## src/rtl/grid_addr_gen.sv

```systemverilog
// Raster-order address generator for a square lattice.
// Emits row/col/linear address with a valid/ready handshake.
module grid_addr_gen #(
   parameter int GRID_DIM      = 16*16,
   parameter int GRID_SIDE     = 16,
   parameter int ADDRESS_WIDTH = $clog2(GRID_DIM),
   parameter int COUNT_WIDTH   = $clog2(GRID_DIM/GRID_SIDE)
) (
   input  logic                     Clk,
   input  logic                     Reset,
   input  logic                     Start,
   input  logic                     Ready_in,
   output logic                     Valid_out,
   output logic [ADDRESS_WIDTH-1:0] Addr_out,
   output logic [COUNT_WIDTH-1:0]   Row_out,
   output logic [COUNT_WIDTH-1:0]   Col_out,
   output logic                     Last_out,
   output logic                     Busy,
   output logic                     Done
);

   typedef enum logic [1:0] {
      IDLE = 2'd0,
      SCAN = 2'd1,
      FIN  = 2'd2
   } state_t;

   localparam logic [COUNT_WIDTH-1:0] SIDE_MAX =
      COUNT_WIDTH'(GRID_SIDE - 1);
   localparam logic [ADDRESS_WIDTH-1:0] ADDR_MAX =
      ADDRESS_WIDTH'(GRID_DIM - 1);

   state_t                   state_q;
   logic [ADDRESS_WIDTH-1:0] addr_q;
   logic [ADDRESS_WIDTH-1:0] addr_d;
   logic [COUNT_WIDTH-1:0]   row_q;
   logic [COUNT_WIDTH-1:0]   row_d;
   logic [COUNT_WIDTH-1:0]   col_q;
   logic [COUNT_WIDTH-1:0]   col_d;
   logic                     valid_q;
   logic                     last_q;
   logic                     last_d;
   logic                     busy_q;
   logic                     done_q;
   logic                     col_end;

   // Next position after a transfer; the linear address is a plain
   // counter kept in lock-step with row/col, so no multiplier.
   always_comb begin
      col_end = (col_q == SIDE_MAX);
      addr_d  = addr_q + ADDRESS_WIDTH'(1);
      col_d   = col_end ? '0 : col_q + COUNT_WIDTH'(1);
      row_d   = col_end ? row_q + COUNT_WIDTH'(1) : row_q;
      last_d  = (addr_d == ADDR_MAX);
   end

   always_ff @(posedge Clk or negedge Reset) begin
      if (!Reset) begin
         state_q <= IDLE;
         addr_q  <= '0;
         row_q   <= '0;
         col_q   <= '0;
         valid_q <= 1'b0;
         last_q  <= 1'b0;
         busy_q  <= 1'b0;
         done_q  <= 1'b0;
      end else begin
         unique case (state_q)
            IDLE: begin
               done_q <= 1'b0;
               if (Start) begin
                  state_q <= SCAN;
                  addr_q  <= '0;
                  row_q   <= '0;
                  col_q   <= '0;
                  valid_q <= 1'b1;
                  busy_q  <= 1'b1;
                  last_q  <= (ADDR_MAX == '0);
               end
            end
            SCAN: begin
               if (Ready_in) begin
                  if (last_q) begin
                     state_q <= FIN;
                     valid_q <= 1'b0;
                     last_q  <= 1'b0;
                     busy_q  <= 1'b0;
                     done_q  <= 1'b1;
                  end else begin
                     addr_q <= addr_d;
                     row_q  <= row_d;
                     col_q  <= col_d;
                     last_q <= last_d;
                  end
               end
            end
            FIN: begin
               state_q <= IDLE;
               done_q  <= 1'b0;
            end
            default: begin
               state_q <= IDLE;
               valid_q <= 1'b0;
               last_q  <= 1'b0;
               busy_q  <= 1'b0;
               done_q  <= 1'b0;
            end
         endcase
      end
   end

   assign Valid_out = valid_q;
   assign Addr_out  = addr_q;
   assign Row_out   = row_q;
   assign Col_out   = col_q;
   assign Last_out  = last_q;
   assign Busy      = busy_q;
   assign Done      = done_q;

endmodule

```

## config.mk

```make
export PLATFORM = sky130hd
export DESIGN_NAME = grid_addr_gen
export DESIGN_NICKNAME = d
export VERILOG_FILES = /design/src/rtl/grid_addr_gen.sv
export SDC_FILE = /design/constraint.sdc
export NUM_CORES = 1
export LEC_CHECK = 0
export CORE_MARGIN = 2
export CORE_UTILIZATION = 45
export CTS_BUF_LIST = sky130_fd_sc_hd__clkbuf_16
export CTS_CLUSTER_SIZE = 24
export DETAILED_ROUTE_END_ITERATION = 12
export PLACE_DENSITY = 0.72
export SLEW_MARGIN = 40
export SYNTH_ARGS = -nofsm -noshare
export SYNTH_HDL_FRONTEND = slang
export SYNTH_SLANG_ARGS = --single-unit
```

## constraint.sdc

```tcl
create_clock -name Clk -period 3 [get_ports Clk]
set_clock_uncertainty 0.15 [all_clocks]
set_input_delay 0.75 -clock Clk [delete_from_list [all_inputs] [get_ports Clk]]
set_output_delay 0.75 -clock Clk [all_outputs]
set_load 0.01 [all_outputs]
```

Word level (Yosys, flattened, before mapping):

Index checks and enable logic that the tools add are counted.
W data, S select, Z words.

* flip-flop bits (word level): 21
* output and inout bits: 20
* input bits: 4

* multiplexer cells: 28
* bitwise gates (word level): 1
* reductions and logical operators: 8
* equal/unequal tests: 9
* add/sub/neg operators: 3

Operators by type and width (count)
* $mux W4: 7
* $mux W8: 3
* $pmux W4 S2: 2
* $pmux W8 S2: 1
* $ne A2 B2 Y1 const B: 5
* $mux W1: 9
* $add A4 B1 Y4 const B: 2
* $add A8 B1 Y8 const B: 1
* $eq A8 B8 Y1 const B: 1
* $reduce_and A4 Y1: 2
* $mux W2: 3
* $pmux W1 S3: 2
* $reduce_and A3 Y1: 2
* $reduce_and A5 Y1: 1
* $eq A4 B4 Y1 const B: 1
* $pmux W2 S2: 1
* $eq A2 B1 Y1 const B: 1
* $eq A2 B2 Y1 const B: 1
* $logic_not A2 Y1: 1
* $reduce_and A2 Y1: 1
* $reduce_bool A2 Y1: 1
* $not A1 Y1: 1

Logic depth before layout (Yosys ltp):

* depth in word-level cells: 5
* gate-level depth with buffers: 6
* depth with buffers taken out: 5

Worst setup path before layout:

OpenSTA, ideal clock, no wires.

* kind: in2reg
* start point: in Ready_in
* end point: reg addr_q[5], in the netlist Addr_out[5]
* path buffers: 1
* cell stages on the path: 3
* arrival time: 1.659 ns
* library setup time: 0.110 ns
* slack: 1.081 ns
* path through: or4bb_1 > buf_2 > o41ai_1

* word-level cells in the longest chain between the ends: 2

Ends and longest elaborated chain
* start: declaration: line 12 `input logic Ready_in,`
* $ne A2 B2 Y1 (no source line)
* $reduce_and A4 Y1 (no source line)
* end signal: assignment: line 90 `addr_q <= addr_d;`
* end: declaration: line 34 `logic [ADDRESS_WIDTH-1:0] addr_q;`

No other way between the ends.
A chain may end at the register's enable or synchronous reset.

Worst setup path after layout:

* start point: in Ready_in
* end point: reg col_q[0], in the netlist Col_out[0]

* word-level cells in the longest chain between the ends: 2

Ends and longest elaborated chain
* $ne A2 B2 Y1 (no source line)
* $reduce_and A4 Y1 (no source line)
* end signal: assignment: line 92 `col_q <= col_d;`
* end: declaration: line 38 `logic [COUNT_WIDTH-1:0] col_q;`

No other way between the ends.

==> impl_metrics.tcl <==
set metrics [dict create \
    status "complete, no violations" \
    yosysUniqueCellTypes 34 \
    maxSlewHeadroom_pct 52.4 \
    hold_start "Done$_DFFE_PN0P_" \
    critPathKind "in -> reg" \
    hold_viol 0 \
    critical_path.top_delay_family "simple AND/OR/NAND/NOR gates" \
    cp.arrival_ps 2530 \
    slowest_stage "clkdlybuf4s50_1" \
    synth_top_flop_cell "dfrtp_1" \
    p_sw_share_pct 30.7 \
    die_h_um 53.8 \
    routed_wl_um 2320 \
    drc 0 \
    timing.hold.ws_ps 350 \
    ir_worst_vdd_uv 530 \
    dp_hpwl_um 1600 \
    cp.depth 5 \
    grt_pass1_vias 838 \
    layout-drive-gt1-share_pct 5.59 \
    yosysMostFrequentCell "dfrtp_1" \
    clock_path_buffers 2 \
    ys_seq_area_share_pct 47.1 \
    cts_tree "yes" \
    hp-class "reg -> reg" \
    r2r_start "state_q[1]$_DFFE_PN0P_" \
    holdBufCountCts 0 \
    track_usage_pct 19.0 \
    ant_nets 0 \
    overflow 0 \
    drt-pass1-iter-count 4 \
    finalSetupTns_ps 0 \
    grt_pass1_wl_um 3880 \
    drv_slew 0 \
    grt_max_degree 22 \
    setup_viol 0 \
    finalNetCount 152 \
    max_stage_delay_ps 530 \
    synth_cells 119 \
    critPathLaunchType "input pin" \
    viasPerCell 5.56 \
    path_cells "clkdlybuf4s50_1 > and4bb_1 > nor2_1 > or4_1 > nand2_1" \
    p_leak_nw 0.652 \
    synth_top_area_share_pct 47.1 \
    wl_per_cell_um 13.4 \
    ios 24 \
    die_x_um 53.8 \
    finalCritPeriodShare_pct 82.8 \
    seq_power_share_pct 42.6 \
    cap_violations 0 \
    synth-seq-cells 21 \
    async_flop_share_pct 100 \
    whs_path_depth 2 \
    vias 962 \
    rows 18 \
    place.gp.congestion 0.872 \
    syn_nets 127 \
    design.core.area_um2 2410 \
    clk_pin_slew_ps 60 \
    synth_area_um2 1120 \
    worst_hold_path.endpoint "Done$_DFFE_PN0P_" \
    worstPathRequired_ps 3050 \
    fin_cells 173 \
    rsz0062_at_grt "false" \
    start_util_pct 46.3 \
    switchingPower_w 0.000290 \
    clk_latency_ps 250 \
    dpl.cell_count 169 \
    die-area_um2 2890 \
    worstPathMaxFanout 13 \
    root_buffer "clkbuf_16" \
    synth_edf_count 0 \
    timing.critical_path.buf_inv 1 \
    syn2layout_area_growth_pct 29.9 \
    combPwrFrac_pct 27.6 \
    intPower_w 0.000657 \
    fillerInstances 203 \
    yosys_warnings 0 \
    reg2reg_setup_slack_ps 1040 \
    cp-end-kind "flip-flop" \
    antenna_cells 0 \
    io_buffers 23 \
    yosysTopAreaCell "dfrtp_1" \
    cts_setup_buffers 0 \
    drt_iter0_markers 18 \
    h-tree-depth 1 \
    cts_buffers 3 \
    fmax_ghz 0.403 \
    tightest_slew_ps 712 \
    r2r-end "Col_out[0]$_DFFE_PN0P_" \
    synth_commonest_cells "21 x dfrtp_1, 17 x nand2_1, 14 x o21ai_0" \
    min_period_ps 2480 \
    pwr-share-clk_pct 29.9 \
    rr_worst_depth 4 \
    cts_resized 0 \
    synth.avg_cell_area_um2 9.38 \
    antenna_found_initial 0 \
    clock_sinks 21 \
    power_density_nw_per_um2 653 \
    synth_area_leaders "dfrtp_1 47%, o21ai_0 6.3%, nand2_1 5.7%, ha_1 4.5%, nor2_1 3.7%" \
]
[worst reg2reg max path, cell delays in order (launching register included)]
cell	delay [ps]
dfrtp_1	440
and4bb_1	470
nor2_1	250
or4_1	520
nand2_1	70
[per-stage QoR]
| stage | util (%) | area (um2) | setup WS [ps] | power, W |
|---|---|---|---|---|
| after floorplan | - | 1120 | 1080 | 0.000524 |
| after global placement | 56.9 | 1370 | 302 | 0.000658 |
| after detailed placement | 56.9 | 1370 | 258 | 0.000664 |
| after CTS | 60.2 | 1450 | 515 | 0.000957 |
| after global routing | 60.2 | 1450 | 306 | 0.00101 |
| final | 60.2 | 1450 | 517 | 0.000947 |
[flip-flops by register name (all words and copies together), names as in the netlist]
name / cells
Addr_out: 8
state_q: 2
Last_out: 1
Busy: 1
Col_out: 4
Row_out: 4
Done: 1
[worst max path at each step]
stage               startpoint                      end
finish                Ready_in   Col_out[0]$_DFFE_PN0P_
global route          Ready_in  Addr_out[3]$_DFFE_PN0P_
CTS                   Ready_in   Col_out[0]$_DFFE_PN0P_
detailed placement    Ready_in   Col_out[0]$_DFFE_PN0P_
global placement      Ready_in   Col_out[0]$_DFFE_PN0P_
floorplan             Ready_in  Addr_out[5]$_DFFE_PN0P_
[power by group through the flow]
stage               clock network (W)  logic (W)  registers [W]
floorplan                           0   0.000107       0.000417
global placement                    0   0.000254       0.000404
detailed placement                  0   0.000259       0.000405
CTS                          0.000292   0.000263       0.000402
global route                 0.000303   0.000291       0.000416
finish                       0.000283   0.000261       0.000403
[final cells by class]
class / instances / area (um2) / area share, %
Inverter: 3 / 11.3 / 0.777
Sequential cell: 21 / 526 / 36.2
Tap cell: 30 / 37.5 / 2.59
Clock inverter: 1 / 5.00 / 0.345
Timing Repair Buffer: 25 / 245 / 16.9
Clock buffer: 3 / 75.1 / 5.18
Multi-Input combinational cell: 90 / 551 / 38.0
[cell families after synthesis]
family	share of synthesized area, %
AND/OR/NAND/NOR	23.8
XOR/XNOR	3.92
flip-flops	47.1
AO/OA/AOI/OAI	17.2
adder cells (fa/ha/maj)	4.48
buffers and inverters	3.59
[layer usage]
metal	GRT usage, %	share of wire, %	up-vias
met5	0	0	-
met4	7.26	2.0	0
met3	6.67	4.6	8
met2	28.0	47	23
met1	25.4	46	455
li1	-	-	476
[placed cells by master, fill, tap and decap left out, drive strengths merged, types with 2 or more instances in the layout]
cell type / synthesis / routed
clkbuf: 1 / 3
xor2: 4 / 4
clkdlybuf4s50: 0 / 23
buf: 4 / 2
nor3b: 2 / 2
nand2: 17 / 17
a31oi: 2 / 2
ha: 4 / 4
o21ai: 14 / 14
nor2: 11 / 11
nand2b: 4 / 4
dfrtp: 21 / 21
nand3: 4 / 4
or3: 2 / 2
o31ai: 4 / 4
a21oi: 3 / 3
and3: 4 / 4
inv: 3 / 3
Power figures use the tool's default switching activity.
